**src/rtl/posit_to_float_if.sv**
```systemverilog
// Handshake/data bundle for posit_to_float: posit operand in, IEEE-754 single plus flags out.
interface posit_to_float_if;
  logic [31:0] in1;
  logic        start;
  logic [31:0] result;
  logic        nar;
  logic        zero;
  logic        inexact;
  logic        done;

  modport master (
    output in1, start,
    input  result, nar, zero, inexact, done
  );

  modport slave (
    input  in1, start,
    output result, nar, zero, inexact, done
  );
endinterface

```
**src/rtl/posit_to_float.sv**
```systemverilog
// Pipelined posit<32,2> to IEEE-754 single converter, latency 3 enabled cycles.
// Define POSIT2FLOAT_RNE_EN for round-to-nearest-even; otherwise the mantissa is truncated.
module posit_to_float #(
  parameter int unsigned NBITS = 32,
  parameter int unsigned ES    = 2
) (
  input logic            clk,
  input logic            reset_n,
  input logic            ce,
  posit_to_float_if.slave io
);

  // Stage 0
  logic [NBITS-1:0] in_q;
  logic             v0_q;

  // Stage 1
  logic        s1_sign_q, s1_zero_q, s1_nar_q, v1_q;
  logic [30:0] s1_abs_q;
  logic [5:0]  s1_run_q;
  logic [7:0]  s1_k_q;

  // Stage 2
  logic        s2_sign_q, s2_zero_q, s2_nar_q, v2_q;
  logic [7:0]  s2_scale_q;
  logic [26:0] s2_frac_q;

  // Outputs
  logic [31:0] result_q;
  logic        nar_q, zero_q, inexact_q, done_q;

  // Stage 1: magnitude, specials, regime run length
  logic [30:0] abs_d;
  logic        run_bit_d, running;
  logic [5:0]  run_len_d;
  logic [7:0]  k_d;
  logic        zero_d, nar_d;

  always_comb begin
    abs_d = in_q[30:0];
    if (in_q[31]) abs_d = -in_q[30:0];
    run_bit_d = abs_d[30];
    run_len_d = '0;
    running   = 1'b1;
    for (int i = 30; i >= 0; i--) begin
      if (running && (abs_d[i] == run_bit_d)) run_len_d = run_len_d + 6'd1;
      else running = 1'b0;
    end
    // k kept as 8-bit two's complement; scale arithmetic below is modular
    k_d    = run_bit_d ? (8'(run_len_d) - 8'd1) : (8'd0 - 8'(run_len_d));
    zero_d = (in_q == '0);
    nar_d  = (in_q == {1'b1, {(NBITS-1){1'b0}}});
  end

  // Stage 2: strip regime and terminator; a full-length run shifts everything out
  logic [30:0] shifted_d;
  logic [1:0]  exp_bits_d;
  logic [26:0] frac_d;
  logic [7:0]  scale_d;

  always_comb begin
    shifted_d  = s1_abs_q << (s1_run_q + 6'd1);
    exp_bits_d = shifted_d[30:29];
    frac_d     = 27'(shifted_d >> 2);
    scale_d    = (s1_k_q << ES) + {6'b0, exp_bits_d};
  end

  // Stage 3: bias, round, specials
  logic [7:0]  bexp_d;
  logic [22:0] mant_d;
  logic        guard_d, sticky_d, inexact_d;
  logic [31:0] result_d;
`ifdef POSIT2FLOAT_RNE_EN
  logic [23:0] mant_sum_d;
`endif

  always_comb begin
    bexp_d    = s2_scale_q + 8'd127;
    mant_d    = s2_frac_q[26:4];
    guard_d   = s2_frac_q[3];
    sticky_d  = |s2_frac_q[2:0];
    inexact_d = guard_d | sticky_d;
`ifdef POSIT2FLOAT_RNE_EN
    mant_sum_d = {1'b0, mant_d} + 24'(guard_d & (sticky_d | mant_d[0]));
    result_d   = {s2_sign_q, bexp_d + 8'(mant_sum_d[23]), mant_sum_d[22:0]};
`else
    result_d   = {s2_sign_q, bexp_d, mant_d};
`endif
    if (s2_zero_q) begin
      result_d  = 32'h0000_0000;
      inexact_d = 1'b0;
    end
    if (s2_nar_q) begin
      result_d  = 32'h7FC0_0000;
      inexact_d = 1'b0;
    end
  end

  always_ff @(posedge clk) begin
    if (!reset_n) begin
      in_q       <= '0;
      v0_q       <= 1'b0;
      s1_sign_q  <= 1'b0;
      s1_zero_q  <= 1'b0;
      s1_nar_q   <= 1'b0;
      s1_abs_q   <= '0;
      s1_run_q   <= '0;
      s1_k_q     <= '0;
      v1_q       <= 1'b0;
      s2_sign_q  <= 1'b0;
      s2_zero_q  <= 1'b0;
      s2_nar_q   <= 1'b0;
      s2_scale_q <= '0;
      s2_frac_q  <= '0;
      v2_q       <= 1'b0;
      result_q   <= '0;
      nar_q      <= 1'b0;
      zero_q     <= 1'b0;
      inexact_q  <= 1'b0;
      done_q     <= 1'b0;
    end else if (ce) begin
      in_q       <= io.start ? io.in1 : '0;
      v0_q       <= io.start;
      s1_sign_q  <= in_q[NBITS-1];
      s1_zero_q  <= zero_d;
      s1_nar_q   <= nar_d;
      s1_abs_q   <= abs_d;
      s1_run_q   <= run_len_d;
      s1_k_q     <= k_d;
      v1_q       <= v0_q;
      s2_sign_q  <= s1_sign_q;
      s2_zero_q  <= s1_zero_q;
      s2_nar_q   <= s1_nar_q;
      s2_scale_q <= scale_d;
      s2_frac_q  <= frac_d;
      v2_q       <= v1_q;
      done_q     <= v2_q;
      // Results only move on a valid slot so idle cycles keep the last answer visible
      if (v2_q) begin
        result_q  <= result_d;
        nar_q     <= s2_nar_q;
        zero_q    <= s2_zero_q;
        inexact_q <= inexact_d;
      end
    end
  end

  assign io.result  = result_q;
  assign io.nar     = nar_q;
  assign io.zero    = zero_q;
  assign io.inexact = inexact_q;
  assign io.done    = done_q;

endmodule

```
**src/flat_wrapper.sv**
```systemverilog
// flat-port wrapper written by rule: the top's interface ports become plain ports
module posit_to_float_flat 
#(
  parameter int unsigned NBITS = 32,
  parameter int unsigned ES    = 2
)
  (clk, reset_n, ce, io_in1, io_start, io_result, io_nar, io_zero, io_inexact, io_done);
  posit_to_float_if io_i ();
  input logic clk;
  input logic reset_n;
  input logic ce;
  input wire logic [$bits(io_i.in1)-1:0] io_in1;
  input wire logic [$bits(io_i.start)-1:0] io_start;
  output wire logic [$bits(io_i.result)-1:0] io_result;
  output wire logic [$bits(io_i.nar)-1:0] io_nar;
  output wire logic [$bits(io_i.zero)-1:0] io_zero;
  output wire logic [$bits(io_i.inexact)-1:0] io_inexact;
  output wire logic [$bits(io_i.done)-1:0] io_done;
  assign io_i.in1 = io_in1;
  assign io_i.start = io_start;
  assign io_result = io_i.result;
  assign io_nar = io_i.nar;
  assign io_zero = io_i.zero;
  assign io_inexact = io_i.inexact;
  assign io_done = io_i.done;
  posit_to_float #(.NBITS(NBITS), .ES(ES)) u_core (.clk(clk), .reset_n(reset_n), .ce(ce), .io(io_i));
endmodule
```
**config.mk**
```make
export PLATFORM = sky130hd
export DESIGN_NAME = posit_to_float_flat
export DESIGN_NICKNAME = d
export VERILOG_FILES = /design/src/rtl/posit_to_float_if.sv /design/src/rtl/posit_to_float.sv /design/src/flat_wrapper.sv
export SDC_FILE = /design/constraint.sdc
export NUM_CORES = 1
export LEC_CHECK = 0
export ABC_AREA = 1
export CORE_MARGIN = 1.5
export CORE_UTILIZATION = 45
export DETAILED_ROUTE_END_ITERATION = 8
export SLEW_MARGIN = 20
export SYNTH_ARGS = -nofsm -noshare
export SYNTH_HDL_FRONTEND = slang
export SYNTH_SLANG_ARGS = --single-unit
```
**constraint.sdc**
```tcl
create_clock -name clk -period 29.1 [get_ports clk]
set_input_delay 4.365 -clock clk [delete_from_list [all_inputs] [get_ports clk]]
set_output_delay 4.365 -clock clk [all_outputs]
set_load 0.03 [all_outputs]
```
==> impl_results.md <==
- Status: finished clean
- Synth unique cells: 55
- RSZ-0062 raised after global routing: false
- Starting Density: 0.4579
- Maximum clock rate: 0.07767 GHz
- CTS Buffer Depth: 2
- Worst-Margin Slew: 1069 ps
- Number of synthesized flops with an enable pin: 0
- Hold Startpoint: u_core.s1_k_q[5]
- Synth Cell Area: 11,500 µm²
- Hold buffer count at cts: 0
- Critical path endpoint category: flop
- Clk_skew: 10.44 ps
- CTS resizes: 0
- IO Port Bufs: 71
- Post-route insts no fill: 2,241
- Global route overflow: 0
- Critical path arrival: 13,210 ps
- # fillers: 2,711
- CP Class: flop to flop
- Layout cells sized above 1: 0.08477
- Multi-input gate area: 7013 µm²
- Net Count, Synth: 1,944
- Post-Syn Area per Cell: 6.122 µm²
- Sequential area share after synthesis: 0.2699
- Setup Fix Bufs, Post-CTS: 0
- Slowest cell on crit path: nand2_2
- Startpoint types: flop
- Root buf cell: clkbuf_16
- Clock period minus worst slack: 12,870 ps
- Routed WL: 29.61 mm
- RR Startpoint: u_core.in_q[0]
- Layout overhead on the synthesized area: 12.93%
- Min-delay worst type: flop to flop
- Cell taking the most area after synthesis: dfxtp_1
- Static Leak: 6.169 nW
- DR vias/cell: 5.048
- Reg clk slew, reported paths: 70 ps
- CP max FO: 38
- First-pass DRT Iterations: 6
- Number of max-cap violations: 0
- Remaining DRCs: 0
- Standard-cell row count: 58
- CTS tree: done
- Die Height: 162.8 µm
- DR WL/cell: 13.21 µm
- Core ar.: 25,110 µm²
- YS warnings: 0
- Power per Cell Area: 72.20 nW/µm²
- Ys async rst share: 0
- Placed Cells: 2,209
- Clk_lat worst skew: 440 ps
- Post-DP HPWL: 22.66 mm
- Initial drt markers: 629
- Antenna diodes: 0
- Via count: 11,312
- Largest net degree at the start of global routing: 99
- Remaining antenna violation count after routing: 0
- CTS buffer count: 17
- First-pass GRT wire length: 49.00 mm
- Worst rel slew slack: 0.2874
- Tcrit/Tclk final: 0.4424
- Vias in the first global route: 10,174
- Syn Inst Count: 1,878
- Setup violators final: 0
- Largest stage delay, worst path: 580 ps
- Sink Count: 155
- Io pins: 72
- Worst R2R Path Depth: 83
- Reg area: 3103 µm²
- GPL Wtd Cong: 0.9222
- Nets: 1,964
- Peak supply drop: 0.03331 mV
- H-Tree Level Count: 4
- Total power: 937.5 µW
- WP data required: 29,440 ps
- Sum Neg Setup Slack: 0 ps
- Antenna violations before repair: 0
- FF+latch count, synth: 155
- Synth area leaders: dfxtp_1, nand2_1, inv_1
- GRT Total Usage: 0.2281
- Hold-critical path depth: 2
- Top cell type's share of synthesized area: 0.2699
- Die area: 26,520 µm²
- Primary FF master, synth: dfxtp_1
- CP Launch Point: u_core.in_q[0]
- Fin. Hold Viols: 0
- Die width: 162.8 µm
- Final Max Slew Viols: 0
[worst max-delay path: cells and delay by family (launching register included)]
kind                     cells  cell delay, ps
adder cells (fa/ha/maj)     17            4740
buffers and inverters       10             770
flip-flops                   1             340
AND/OR/NAND/NOR             36            4080
AO/OA/AOI/OAI               20            2820
[where the power goes]
part	internal (mW)	leakage [nW]	switching [mW]	total [mW]
combinational	0.164	4.61	0.298	0.463
clock	0.131	0.294	0.102	0.233
sequential	0.230	1.27	0.0113	0.242
total	0.525	6.17	0.412	0.937
[cell type report]
| type | count | area share |
|---|---|---|
| multi-input combinational | 1360 | 0.5401 |
| sequential | 155 | 0.2390 |
| inverter | 283 | 0.08230 |
| timing repair buffer | 81 | 0.06013 |
| clock buffer | 18 | 0.03305 |
| tap | 330 | 0.03180 |
| clock inverter | 14 | 0.01359 |
[Yosys cell counts, drive strengths merged, types with 2 or more instances]
master	number
o221ai	2
ha	30
xor2	43
a22oi	8
nand2	515
clkinv	6
inv	277
o21ai	170
a31oi	3
o31ai	2
nand3	161
nor2	175
buf	16
a2bb2oi	3
nand4	16
xnor2	11
dfxtp	155
o211ai	17
mux2i	22
nor3	7
clkbuf	64
or2	13
nor3b	2
nand3b	3
a211oi	2
and2	3
a21oi	142
[cell families (layout without fill, tap and decap cells)]
family                     after synthesis  after routing  synth area share
muxes                                   22             22           0.01915
DFF                                    155            155            0.2699
xor gates and xnor gates                54             54           0.04244
AOI/OAI and AO/OA                      358            358            0.1690
buffers and inverters                  363            396            0.1201
and+or+nand+nor                        896            896            0.3467
adders and majority gates               30             30           0.03265
[routing by layer]
layer | track usage | vias up | share of wire
met5 | 0 | - | 0
met2 | 0.3952 | 188 | 0.47
met1 | 0.2907 | 5037 | 0.47
met3 | 0.02801 | 45 | 0.032
met4 | 0.07965 | 0 | 0.027
li1 | - | 6042 | -
[cells in the final DEF, fill, tap and decap left out, types with 3 or more instances in the layout]
cell type / synthesis / layout
clkinv_2: 2 / 4
nor2_2: 17 / 17
and2_1: 3 / 3
o211ai_1: 17 / 17
ha_1: 30 / 30
xor2_1: 41 / 41
nand3b_1: 3 / 3
inv_1: 255 / 254
nand3_1: 140 / 140
nand2_2: 30 / 30
inv_2: 22 / 22
a22oi_1: 8 / 8
mux2i_1: 22 / 22
nor2_1: 151 / 151
or2_2: 11 / 11
a2bb2oi_1: 3 / 3
clkdlybuf4s50_1: 0 / 70
a21oi_1: 140 / 140
o21ai_0: 161 / 161
dfxtp_1: 155 / 155
nand4_1: 16 / 16
nor2_4: 6 / 6
buf_4: 0 / 10
inv_8: 0 / 7
nand2_1: 483 / 483
nor3_1: 7 / 7
xnor2_1: 11 / 11
a31oi_1: 3 / 3
nand3_2: 20 / 20
clkbuf_16: 0 / 17
clkinv_1: 4 / 3
o21ai_1: 8 / 8
[state kept, by name, summed over array words and instances (netlist names)]
signal / cells
u_core.s1_k_q: 6
u_core.s2_nar_q: 1
u_core.s2_zero_q: 1
u_core.s1_sign_q: 1
u_core.s2_scale_q: 8
u_core.s1_nar_q: 1
u_core.v0_q: 1
u_core.io.zero: 1
u_core.io.done: 1
u_core.s1_abs_q: 31
u_core.in_q: 32
u_core.v1_q: 1
u_core.v2_q: 1
u_core.s2_frac_q: 27
u_core.s1_zero_q: 1
u_core.io.inexact: 1
u_core.io.result: 32
u_core.s2_sign_q: 1
u_core.s1_run_q: 6
u_core.io.nar: 1
[path summary, 6_finish.rpt]
path	end	slack (ps)
worst min-delay path	u_core.s2_scale_q[7]	460
worst max register to register	u_core.s1_k_q[4]	16230
worst min register to register	u_core.s2_scale_q[7]	460
worst max-delay path	u_core.s1_k_q[4]	16230
[through the flow]
step             util  instance area (µm²)  setup WS (ps)  hold WS, ps
5_1_grt        0.5171                12980          14740        480.3
3_5_place_dp   0.4930                12380          16340        452.9
2_1_floorplan       -                11500          17930        433.9
3_3_place_gp   0.4930                12380          16750        446.9
6_report       0.5171                12980          16230        457.8
4_1_cts        0.5171                12980          16280        462.7
Power figures use the tool's default switching activity.
